File: src/rtl/pipe_stall_ctrl.sv
// Pipeline sequencing controller: turns hazard flags and memory handshakes into
// per-stage write enables, bubble strobes and fetch abort, plus watchdog and perf counters.
module pipe_stall_ctrl #(
    parameter int unsigned TIMEOUT = 1023,
    parameter int unsigned CNT_W   = 16
) (
    input  logic             CLK,
    input  logic             RST,
    input  logic             load_use_haz,
    input  logic             control_haz,
    input  logic             imem_ready,
    input  logic             dmem_req,
    input  logic             dmem_ready,
    input  logic             cnt_clr,
    output logic             pc_we,
    output logic             if_de_we,
    output logic             de_ex_we,
    output logic             ex_mem_we,
    output logic             if_de_flush,
    output logic             de_ex_flush,
    output logic             mem_wb_flush,
    output logic             imem_abort,
    output logic             mem_timeout,
    output logic [CNT_W-1:0] stall_cnt,
    output logic [CNT_W-1:0] flush_cnt
);

    localparam int unsigned TMR_W = (TIMEOUT < 2) ? 1 : $clog2(TIMEOUT + 1);

    typedef enum logic [1:0] {
        ST_RUN   = 2'd0,
        ST_DWAIT = 2'd1,
        ST_REDIR = 2'd2
    } state_t;

    state_t           state;
    state_t           next_state;
    logic [TMR_W-1:0] wait_tmr;
    logic             data_wait;
    logic             redirect;

    assign data_wait = dmem_req && !dmem_ready;
    assign redirect  = !data_wait && control_haz;

    // State register
    always_ff @(posedge CLK) begin
        if (RST) begin
            state <= ST_RUN;
        end else begin
            state <= next_state;
        end
    end

    // Next state: only a data wait or an accepted redirect leaves RUN
    always_comb begin
        next_state = ST_RUN;
        if (data_wait) begin
            next_state = ST_DWAIT;
        end else if (control_haz) begin
            next_state = ST_REDIR;
        end
    end

    // Enables and strobes, strict priority; REDIR masks load-use since DE holds a bubble
    always_comb begin
        pc_we        = 1'b1;
        if_de_we     = 1'b1;
        de_ex_we     = 1'b1;
        ex_mem_we    = 1'b1;
        if_de_flush  = 1'b0;
        de_ex_flush  = 1'b0;
        mem_wb_flush = 1'b0;
        imem_abort   = 1'b0;
        if (RST) begin
            pc_we        = 1'b0;
            if_de_we     = 1'b0;
            de_ex_we     = 1'b0;
            ex_mem_we    = 1'b0;
            if_de_flush  = 1'b1;
            de_ex_flush  = 1'b1;
            mem_wb_flush = 1'b1;
            imem_abort   = 1'b1;
        end else if (data_wait) begin
            pc_we        = 1'b0;
            if_de_we     = 1'b0;
            de_ex_we     = 1'b0;
            ex_mem_we    = 1'b0;
            mem_wb_flush = 1'b1;
        end else if (control_haz) begin
            if_de_flush = 1'b1;
            de_ex_flush = 1'b1;
            imem_abort  = !imem_ready;
        end else if (load_use_haz && (state != ST_REDIR)) begin
            pc_we       = 1'b0;
            if_de_we    = 1'b0;
            de_ex_flush = 1'b1;
        end else if (!imem_ready) begin
            pc_we       = 1'b0;
            if_de_flush = 1'b1;
        end
    end

    // Memory-wait watchdog; the error is sticky until reset
    always_ff @(posedge CLK) begin
        if (RST) begin
            wait_tmr    <= '0;
            mem_timeout <= 1'b0;
        end else begin
            if ((state != ST_DWAIT) && (next_state == ST_DWAIT)) begin
                wait_tmr <= '0;
            end else if ((state == ST_DWAIT) && (wait_tmr != TMR_W'(TIMEOUT))) begin
                wait_tmr <= wait_tmr + TMR_W'(1);
            end
            if ((state == ST_DWAIT) && (wait_tmr == TMR_W'(TIMEOUT - 1))) begin
                mem_timeout <= 1'b1;
            end
        end
    end

    // Saturating performance counters, clear wins over increment
    always_ff @(posedge CLK) begin
        if (RST || cnt_clr) begin
            stall_cnt <= '0;
            flush_cnt <= '0;
        end else begin
            if (!pc_we && (stall_cnt != {CNT_W{1'b1}})) begin
                stall_cnt <= stall_cnt + CNT_W'(1);
            end
            if (redirect && (flush_cnt != {CNT_W{1'b1}})) begin
                flush_cnt <= flush_cnt + CNT_W'(1);
            end
        end
    end

endmodule

File: config.mk
export PLATFORM = sky130hd
export DESIGN_NAME = pipe_stall_ctrl
export DESIGN_NICKNAME = d
export VERILOG_FILES = /design/src/rtl/pipe_stall_ctrl.sv
export SDC_FILE = /design/constraint.sdc
export NUM_CORES = 1
export LEC_CHECK = 0
export ABC_AREA = 1
export BUFFER_PORTS_ARGS = -buffer_cell sky130_fd_sc_hd__buf_2
export CORE_MARGIN = 2
export CORE_UTILIZATION = 45
export DETAILED_ROUTE_END_ITERATION = 6
export PLACE_DENSITY = 0.66
export SETUP_SLACK_MARGIN = 0.05
export SYNTH_ARGS = -nofsm -noshare
export SYNTH_HDL_FRONTEND = slang
export SYNTH_SLANG_ARGS = --single-unit
File: constraint.sdc
create_clock -name CLK -period 1.92 [get_ports CLK]
set_clock_uncertainty 0.15 [all_clocks]
set_input_delay 0.48 -clock CLK [delete_from_list [all_inputs] [get_ports CLK]]
set_output_delay 0.48 -clock CLK [all_outputs]
set_load 0.05 [all_outputs]
==> qor.txt <==
Syn Inst Count: 406
diode count: 0
CTS tree: built
die height: 83.2 um
core region area: 5990 um2
Initial Util: 47.1%
Area Growth Syn to Fin: 22.8%
Slew Viols, Final: 0
area taken by flip-flops and latches: 916 um2
Synth cell types: 36
CTS Buf Count: 5
kind of end point of the critical path: output port
Max Clk Rate: 0.536 GHz
CTS Hold Bufs: 0
initial antenna violation count: 0
Post-layout nets: 480
sequential area share after synthesis: 31.9%
fillers: 605
Yosys reg bits: 45
Yosys top cell by area: dfxtp_1
final worst path period need: 1.87 ns
Final setup viols: 0
Vias per Instance: 4.95
Synth Net Count: 418
Placed Cells: 535
critical path arrival: 1.24 ns
clk_lat worst skew: 0.30 ns
largest net degree at the start of global routing: 20
routed length per instance: 11.6 um
Ys Warns: 0
Critical-path top delay cell: nor2_4
Pwr Density: 575 nW/um2
GRT Util Overall: 18.8%
Worst path max stage delay: 0.21 ns
Layout Cells excl Fill: 544
Hold Path Class: in2reg
gpl congestion: 0.846
Critical Path Source Type: input port
# rows: 28
Max VDD drop: 0.487 mV
ratio of final minimum period to clock period: 97.3%
syn avg cell area: 6.95 um2
H-tree depth: 2
number of global-route vias before repair: 2402
GRT overflow: 0
status: finished, final reports clean
die footprint: 6920 um2
total iterations of the first detailed-routing run: 6
Pleak: 1.41 nW
CP top delay family: buffers and inverters
Crit Path Max Fanout: 4
crit-path cells: buf_8, inv_12, nor2_4, nor2_4, inv_4, o311ai_4, buf_6
Setup WS post-layout: 0.0526 ns
routed wire length: 6320 um
via count: 2691
maximum clock path buffer count: 2
flop-to-flop setup slack: 0.16 ns
synthesized area: 2820 um2
Worst-Margin Slew: 0.378 ns
footprint of the multi-input gates: 1750 um2
drt drc: 0
top cells by area, synth: dfxtp_1, nand2_1, nor2_1, nand3_1, inv_1
Final Hold Viols: 0
Max-cap violations: 0
clock-pin slew on the worst setup and hold paths: 0.08 ns
CTS Root Cell: clkbuf_8
Slew HR: 74.7%
Setup CP Type: in2out
drt initial violations: 115
Final HPWL DP: 4730 um
first-pass GRT wire length: 10900 um
unrepaired setup endpoints after global routing: yes
Buf/Inv on CP: 4
Final ANT Viol Nets: 0
layout cells sized above 1: 29.9%
Top-Level Pins: 49
Die Wd: 83.2 um
area fraction of the dominant cell type after synthesis: 31.9%
Crit path top cell by count: nor2_4
Buffers on Ports: 48
clk sink count: 45
pre-CTS WS: -0.0901 ns
Worst Path Required: 1.29 ns
Total Neg Setup Slack: 0 ns
[layout by cell type, fill, tap and decap left out, drive strengths merged]
master,count
o311ai,1
or2,1
buf,63
a21oi,29
nand4,13
xnor2,5
nand3,35
nor3b,1
nor2,66
clkinvlp,1
ha,4
bufinv,1
o21a,1
xor2,12
nor3,5
inv,41
and2,1
dfxtp,45
clkbuf,7
a21boi,2
nand2,127
o21ai,8
[synth_stat cells (all sizes together)]
| library cell | instances |
|---|---|
| xor2 | 12 |
| and2 | 1 |
| clkbuf | 3 |
| inv | 42 |
| ha | 4 |
| o21ai | 8 |
| nand3 | 35 |
| o311ai | 1 |
| xnor2 | 5 |
| nor3 | 5 |
| a21oi | 29 |
| dfxtp | 45 |
| nand2 | 127 |
| buf | 5 |
| nand4 | 13 |
| o21a | 1 |
| nor3b | 1 |
| or2 | 1 |
| nor2 | 66 |
| a21boi | 2 |
[path summary, 6_finish.rpt]
| kind | depth (start not counted) | end | startpoint |
|---|---|---|---|
| max reg2reg | 9 | stall_cnt[0] | stall_cnt[0] |
| min reg2reg | 1 | mem_timeout | mem_timeout |
| min | 2 | state[1] | RST |
| max | 7 | if_de_flush | dmem_req |
[stage by stage]
| step | utilization (%) | power, mW | cell area [um2] | hold slack [ns] |
|---|---|---|---|---|
| floorplan | - | 1.17 | 2890 | 0.322 |
| global placement | 54.5 | 1.23 | 3270 | 0.293 |
| detailed placement | 54.5 | 1.23 | 3270 | 0.312 |
| CTS | 57.5 | 2.01 | 3440 | 0.260 |
| global route | 57.8 | 2.07 | 3460 | 0.276 |
| finish | 57.8 | 1.99 | 3460 | 0.262 |
[registers in the layout, indices dropped and copies added (netlist names)]
signal,count
state,2
mem_timeout,1
stall_cnt,16
flush_cnt,16
wait_tmr,10
[cell families after synthesis]
| logic type | count (synthesis) | share of synthesized area [%] |
|---|---|---|
| and+or+nand+nor | 249 | 43.3 |
| buffers and inverters | 50 | 8.16 |
| adders and majority gates | 4 | 1.77 |
| xor gates and xnor gates | 17 | 5.28 |
| AOI/OAI and AO/OA | 41 | 9.54 |
| DFF | 45 | 31.9 |
[final cells by class]
cell class | instances | area share (%)
clock buffers | 7 | 2.49
clock inverters | 1 | 0.867
inverters | 42 | 5.31
multi-input cells | 311 | 50.4
flip-flops and latches | 45 | 26.4
well taps | 75 | 2.71
repair buffers | 63 | 11.7
[worst reg2reg max path: stages (launching register included)]
cell	delay (ns)
dfxtp_2	0.37
ha_1	0.20
nand3_1	0.19
inv_2	0.14
nand2_2	0.09
nor2_2	0.16
nor2_4	0.05
buf_4	0.16
nor2_1	0.09
nor2_1	0.05
[what timing repair did]
item	CTS	global route
endpoints found under the setup margin	6	5
setup buffers	1	0
gates resized for setup	18	4
pin swaps	2	4
[per-layer routing]
layer	GRT usage [%]	vias up	wire length [um]
met1	25.2	1209	3040
met5	0	-	0
li1	-	1421	-
met4	4.17	0	61
met2	30.4	56	2910
met3	4.97	5	317
[power by group]
| part | total (mW) | switching (mW) | internal (mW) | leakage, nW |
|---|---|---|---|---|
| clock network | 0.760 | 0.336 | 0.425 | 0.0585 |
| logic | 0.278 | 0.186 | 0.0928 | 0.982 |
| registers | 0.953 | 0.0111 | 0.941 | 0.368 |
Power figures use the tool's default switching activity.
